--- src/rtl/pipe_skid_reg.sv ---
//------------------------------------------------------------------------------
// pipe_skid_reg
//
// Pipeline stage register with a valid/ready handshake and a two-entry skid
// buffer. in_ready comes only from registered state, so a downstream stall
// never forms a combinational path back to upstream. Full throughput is one
// transfer per cycle with one cycle of latency.
//
// Parameters:
//   N          data width in bits (default 32)
//
// Ports:
//   clk        clock, rising edge
//   rst        asynchronous reset, active low
//   in_valid   upstream presents in_data
//   in_ready   stage can accept (registered)
//   in_data    upstream payload [N-1:0]
//   out_valid  out_data holds a valid entry
//   out_ready  downstream accepts out_data
//   out_data   head entry, driven from the main register [N-1:0]
//   flush      discard all held entries (only with PIPE_SKID_FLUSH_EN)
//   level      occupancy: 0, 1 or 2
//
// Configuration macro:
//   PIPE_SKID_FLUSH_EN  when defined, flush empties the stage. When undefined
//                       the flush port is present but ignored.
//------------------------------------------------------------------------------
module pipe_skid_reg #(
   parameter int N = 32
) (
   input  logic         clk,
   input  logic         rst,
   input  logic         in_valid,
   output logic         in_ready,
   input  logic [N-1:0] in_data,
   output logic         out_valid,
   input  logic         out_ready,
   output logic [N-1:0] out_data,
   input  logic         flush,
   output logic [1:0]   level
);

   typedef enum logic [1:0] {
      EMPTY = 2'd0,
      HALF  = 2'd1,
      FULL  = 2'd2
   } state_t;

   state_t         r_state;
   state_t         w_state_nxt;
   logic [N-1:0]   r_m;
   logic [N-1:0]   r_s;
   logic           r_in_rdy;

   logic           w_in_xfer;
   logic           w_out_xfer;
   logic           w_ld_m_in;
   logic           w_ld_m_s;
   logic           w_ld_s;

`ifndef PIPE_SKID_FLUSH_EN
   logic           w_unused_flush;
   assign w_unused_flush = flush;
`endif

   assign w_in_xfer  = in_valid & r_in_rdy;
   assign w_out_xfer = out_valid & out_ready;

   // Next-state and load selection
   always_comb begin
      w_state_nxt = r_state;
      w_ld_m_in   = 1'b0;
      w_ld_m_s    = 1'b0;
      w_ld_s      = 1'b0;
      case (r_state)
         EMPTY: begin
            if (w_in_xfer) begin
               w_state_nxt = HALF;
               w_ld_m_in   = 1'b1;
            end
         end
         HALF: begin
            if (w_in_xfer && w_out_xfer) begin
               w_ld_m_in = 1'b1;
            end else if (w_in_xfer) begin
               w_state_nxt = FULL;
               w_ld_s      = 1'b1;
            end else if (w_out_xfer) begin
               w_state_nxt = EMPTY;
            end
         end
         FULL: begin
            // in_ready is low here, so no input can arrive alongside.
            if (w_out_xfer) begin
               w_state_nxt = HALF;
               w_ld_m_s    = 1'b1;
            end
         end
         default: begin
            w_state_nxt = EMPTY;
         end
      endcase
`ifdef PIPE_SKID_FLUSH_EN
      // Flush wins over everything; held data is left stale.
      if (flush) begin
         w_state_nxt = EMPTY;
         w_ld_m_in   = 1'b0;
         w_ld_m_s    = 1'b0;
         w_ld_s      = 1'b0;
      end
`endif
   end

   // State and data registers
   always_ff @(posedge clk or negedge rst) begin
      if (!rst) begin
         r_state  <= EMPTY;
         r_in_rdy <= 1'b0;
         r_m      <= '0;
         r_s      <= '0;
      end else begin
         r_state  <= w_state_nxt;
         // Registered copy of "not full" so in_ready has no input dependence
         // and stays low for the whole reset period.
         r_in_rdy <= (w_state_nxt != FULL);
         if (w_ld_m_in) begin
            r_m <= in_data;
         end else if (w_ld_m_s) begin
            r_m <= r_s;
         end
         if (w_ld_s) begin
            r_s <= in_data;
         end
      end
   end

   assign in_ready  = r_in_rdy;
   assign out_valid = (r_state != EMPTY);
   assign out_data  = r_m;
   assign level     = r_state;

endmodule

--- config.mk ---
export PLATFORM = sky130hd
export DESIGN_NAME = pipe_skid_reg
export DESIGN_NICKNAME = d
export VERILOG_FILES = /design/src/rtl/pipe_skid_reg.sv
export SDC_FILE = /design/constraint.sdc
export NUM_CORES = 1
export LEC_CHECK = 0
export CORE_ASPECT_RATIO = 0.7
export CORE_MARGIN = 4
export CORE_UTILIZATION = 40
export CTS_CLUSTER_SIZE = 24
export DETAILED_ROUTE_END_ITERATION = 8
export GPL_TIMING_DRIVEN = 1
export MAX_ROUTING_LAYER = met4
export PLACE_DENSITY = 0.7
export SLEW_MARGIN = 20
export SYNTH_ARGS = -nofsm -noshare
export SYNTH_HDL_FRONTEND = slang
export SYNTH_SLANG_ARGS = --single-unit
--- constraint.sdc ---
create_clock -name clk -period 1.5 [get_ports clk]
set_clock_uncertainty 0.05 [all_clocks]
set_input_delay 0.375 -clock clk [delete_from_list [all_inputs] [get_ports clk]]
set_output_delay 0.375 -clock clk [all_outputs]
set_load 0.05 [all_outputs]
======== Word level (Yosys, flattened, before mapping) ========
Cells that the tools add are included.
storage, ports and cells
  register bits after elaboration ......... 67
  bits in latches ......................... 0
  bits in writable memories ............... 0
  bits in read-only memories .............. 0
  input bits .............................. 37
  output and inout bits ................... 36
  word-level logic and storage cells ...... 28
  memories ................................ 0
cells by class
  add/sub/neg operators ................... 0
  $mul .................................... 0
  div/mod/pow operators ................... 0
  $lt $le $gt $ge ......................... 0
  equality and inequality tests ........... 3
  shift operators ......................... 0
  muxes and demuxes ....................... 15
  bitwise operators ....................... 2
  reductions and logical operators ........ 4
operators with widths
  kind                                            count
  2-to-1 mux 32 bit                               2
  2-to-1 mux 2 bit                                5
  2-to-1 mux 1 bit                                6
  one-hot mux 2 bit (3 select lines)              1
  nonzero test 2 bit                              2
  AND 1 bit                                       2
  == test 2 x 1 -> 1 bit (second input constant)  1
  == test 2 bit (second input constant)           1
  logical NOT 2 bit                               1
  inequality test 2 bit (second input constant)   1
  one-hot mux 1 bit (2 select lines)              1
  logical AND 1 bit                               1

======== Logic depth before layout (Yosys ltp) ========
  depth after elaboration ................. 7
  depth in mapped cells ................... 5
  mapped depth without buffers ............ 3

======== Least setup slack after synthesis ========
Ideal clock, no wire load.
  path type ............................... register -> register
  from .................................... register r_state[1], in the netlist level[1]
  to ...................................... register r_s[10]
  data arrival time ....................... 1.672 ns
  required time ........................... 1.325 ns
  slack ................................... -0.347 ns
  stages on the path, launching flop included .. 6
  cell sequence ........................... dfrtp_1 and3b_2 and2_4 buf_6 buf_12 mux2_4
between the ends
  cells in the longest elaborated chain, start to end .. 5
  elaborated cells between the ends (all ways) .. 6
ends and longest elaborated chain
  what                    line  RTL
  start, declared         49    state_t r_state;
  start signal, assigned  122   r_state <= w_state_nxt;
  nonzero test 2 bit      138   assign out_valid = (r_state != EMPTY);
  AND 1 bit               67    assign w_out_xfer = out_valid & out_ready;
  logical AND 1 bit       83    if (w_in_xfer && w_out_xfer) begin
  2-to-1 mux 1 bit        83
  2-to-1 mux 1 bit (*)    75    case (r_state)
  end signal, assigned    132   r_s <= in_data;
  end, declared           52    logic [N-1:0] r_s;
Every way passes the cells marked *; elsewhere a longest branch is shown, timed or not.
A chain may end at the register's enable or synchronous reset.

======== Worst setup path in the final report ========
  from .................................... register r_state[1], in the netlist level[1]
  to ...................................... register r_s[21]
The elaborated chain is that of the path after synthesis.

==> metrics <==
status=finished with violations; failing checks=negative hold slack, negative setup slack; count of standard-cell rows=25; Req. time, crit path=1.67 ns; CTS tree=built; die height=79.6 um; register bit total from synthesis=67; global-route wire length before repair=11200 um; DRT iter0 DRCs=80; Max Buffers Root-to-Sink=2; TritonCTS Sinks=67; All-Layer GR Usage=17.4%; count of pins on the block boundary=73; starting density of the core=42.4%; number of pins with negative max-slew slack in the final report=0; normalized max-slew margin=72.7%; aggregate routed wire length=6890 um; Routed WL per cell=17.6 um; register-to-register setup slack=-0.24 ns; setup repair after global routing missed its margin=true; clock-pin slew on the worst setup and hold paths=0.07 ns; most common library cell in the layout ignoring fill and taps=sky130_fd_sc_hd__dfrtp_1; Post-synth EDFFs=0; arrival time of data at the critical path endpoint=1.91 ns; total number of H-tree levels=3; quantity of I/O buffers inserted on ports=71; largest net degree at the start of global routing=68; post-detailed-route DRC marker count=0; crit share post-route=116%; area taken by flip-flops and latches=0.00168 sq mm; detailed-route via count=1989; initial antenna violation count=0; Achievable Freq=575 MHz; crit path time final=1.74 ns; number of optimization iterations in the first detailed-route pass=4; Max Cap Viol=0; Die Outline Area=0.00877 sq mm; end of the worst register-to-register path=r_s[21]; post-route antenna net violation count=0; Reg-to-Reg Start=level[1]; fraction of synthesis flops using an asynchronous set or reset pin=100%; number of distinct library cell variants in the gate-level netlist after synthesis=21; total grt overflow=0; Finished Cell Area=0.00463 sq mm; fin cells=391; Clock Latency Late Sink=0.33 ns; post-synthesis cell area=0.00293 sq mm; dominant register cell in the synthesized netlist=sky130_fd_sc_hd__dfrtp_1; cell count after synthesis=192; DP Cell Count=364; number of endpoints failing setup at the final stage=65; path type of the worst setup path=reg2reg; fraction of final layout cells sized beyond drive strength 1=42.4%; number of buffers created by CTS=9; portion of the post-synthesis area used by sequential elements=57.3%; Static Leak=2.08 nW; ratio of total power to cell area=2380 mW/mm^2; weighted congestion reported at the end of routability-driven placement=0.801; maximum fanout encountered on the critical timing path=8; Worst setup startpoint=level[1]; number of hold buffers added after cts=0; number of endpoints with negative hold slack in the final report=8; endpoint of the most critical setup path=r_s[21]; syn nets=229; placeable core region=0.00691 sq mm; number of inserted diodes=0; via count of the first global-routing pass=2090; CTS Root Buffer Type=sky130_fd_sc_hd__clkbuf_8; chip width=110 um; Final WS setup=-0.241 ns; R2R depth=6; mean cell area of the mapped netlist=15.2 sq um; final total power=0.0110 W; maximum resistive drop on vdd=1.40 mV; critical path endpoint category=register; yosys synthesis warning count=0; fillers=473; pin slew with the least headroom to its limit=0.408 ns; most frequent cells in the layout=sky130_fd_sc_hd__dfrtp_1, sky130_fd_sc_hd__buf_12, sky130_fd_sc_hd__clkdlybuf4s50_1; Area growth, synth to finish=58.2%; placed cell area=0.00422 sq mm; Vias per Instance=5.09; area used by multi-input combinational logic=0.00113 sq mm; total number of nets in the final design=329; DP Wirelength=4630 um; CP Launch Type=register; path class of the lowest-slack min-delay path=in2async; worst hold slack after final layout=-0.00577 ns
layer usage:
metal | wire length (um) | GRT usage [%] | share of wire (%) | up-vias
met5 | 0 | - | 0 | -
met2 | 3140 | 25.2 | 46 | 55
met4 | 42 | 4.43 | 0.61 | 0
li1 | - | - | - | 912
met3 | 353 | 4.93 | 5.1 | 6
met1 | 3350 | 24.2 | 49 | 1016
state kept, by name, indices dropped and copies added (netlist names):
register / cells
level: 2
out_data: 32
in_ready: 1
r_s: 32
how the worst min path moves through the flow:
| stage | from | end | slack, ns |
|---|---|---|---|
| 4_1_cts | rst | r_s[30] | 0.001 |
| 6_report | rst | out_data[27] | -0.006 |
| 2_1_floorplan | rst | in_ready | 0.03 |
| 3_3_place_gp | rst | out_data[26] | 0.37 |
| 3_5_place_dp | rst | out_data[26] | 0.37 |
| 5_1_grt | rst | out_data[1] | 0.005 |
report_power, final:
part,internal [W],total (W),switching [W],leakage [nW]
Clock,0.00111,0.00179,0.000688,0.113
Sequential,0.00268,0.00339,0.000718,0.812
Combinational,0.00323,0.00581,0.00258,1.15
per-stage QoR:
stage               setup slack [ns]  util [%]  TNS (ns)
CTS                           -0.221      66.4    -11.56
finish                        -0.241      67.0    -13.55
global route                  -0.292      67.0    -16.75
floorplan                     -0.206         -     -8.67
global placement              -0.482      61.1    -29.01
detailed placement            -0.521      61.1    -31.18
worst max-delay path, stage by stage (launching register included):
cell                      delay, ns
sky130_fd_sc_hd__dfrtp_2       0.43
sky130_fd_sc_hd__buf_6         0.13
sky130_fd_sc_hd__and3b_2       0.26
sky130_fd_sc_hd__and2_4        0.21
sky130_fd_sc_hd__buf_12        0.12
sky130_fd_sc_hd__buf_12        0.13
sky130_fd_sc_hd__mux2_4        0.30
kinds of logic after synthesis:
kind of cell,synth area share [%]
AO/OA/AOI/OAI,11.8
buffers and inverters,4.53
flip-flops,57.3
multiplexers,16.8
AND/OR/NAND/NOR,9.57
synth_stat cells (2+ instances only):
cell	instances	area, sq um
sky130_fd_sc_hd__nor2_1	2	7.51
sky130_fd_sc_hd__buf_12	3	60.1
sky130_fd_sc_hd__clkbuf_1	6	22.5
sky130_fd_sc_hd__mux2_2	2	22.5
sky130_fd_sc_hd__a221o_1	32	320
sky130_fd_sc_hd__and2_1	32	200
sky130_fd_sc_hd__buf_6	4	45.0
sky130_fd_sc_hd__or2_2	2	12.5
sky130_fd_sc_hd__mux2_4	30	450
sky130_fd_sc_hd__mux2i_1	2	20.0
sky130_fd_sc_hd__dfrtp_1	67	1680
final cells by class:
cell class | count | area share, %
Sequential cell | 67 | 36.3
Timing Repair Buffer | 103 | 31.5
Multi-Input combinational cell | 111 | 24.5
Clock buffer | 10 | 2.76
Tap cell | 94 | 2.54
Clock inverter | 6 | 2.46
timing repair:
item	in CTS	in global routing
pin swaps	4	13
setup buffers	6	4
gates cloned	1	0
gates resized for setup	10	2
setup endpoints to repair	67	67
(Power assumes the default switching activity.)
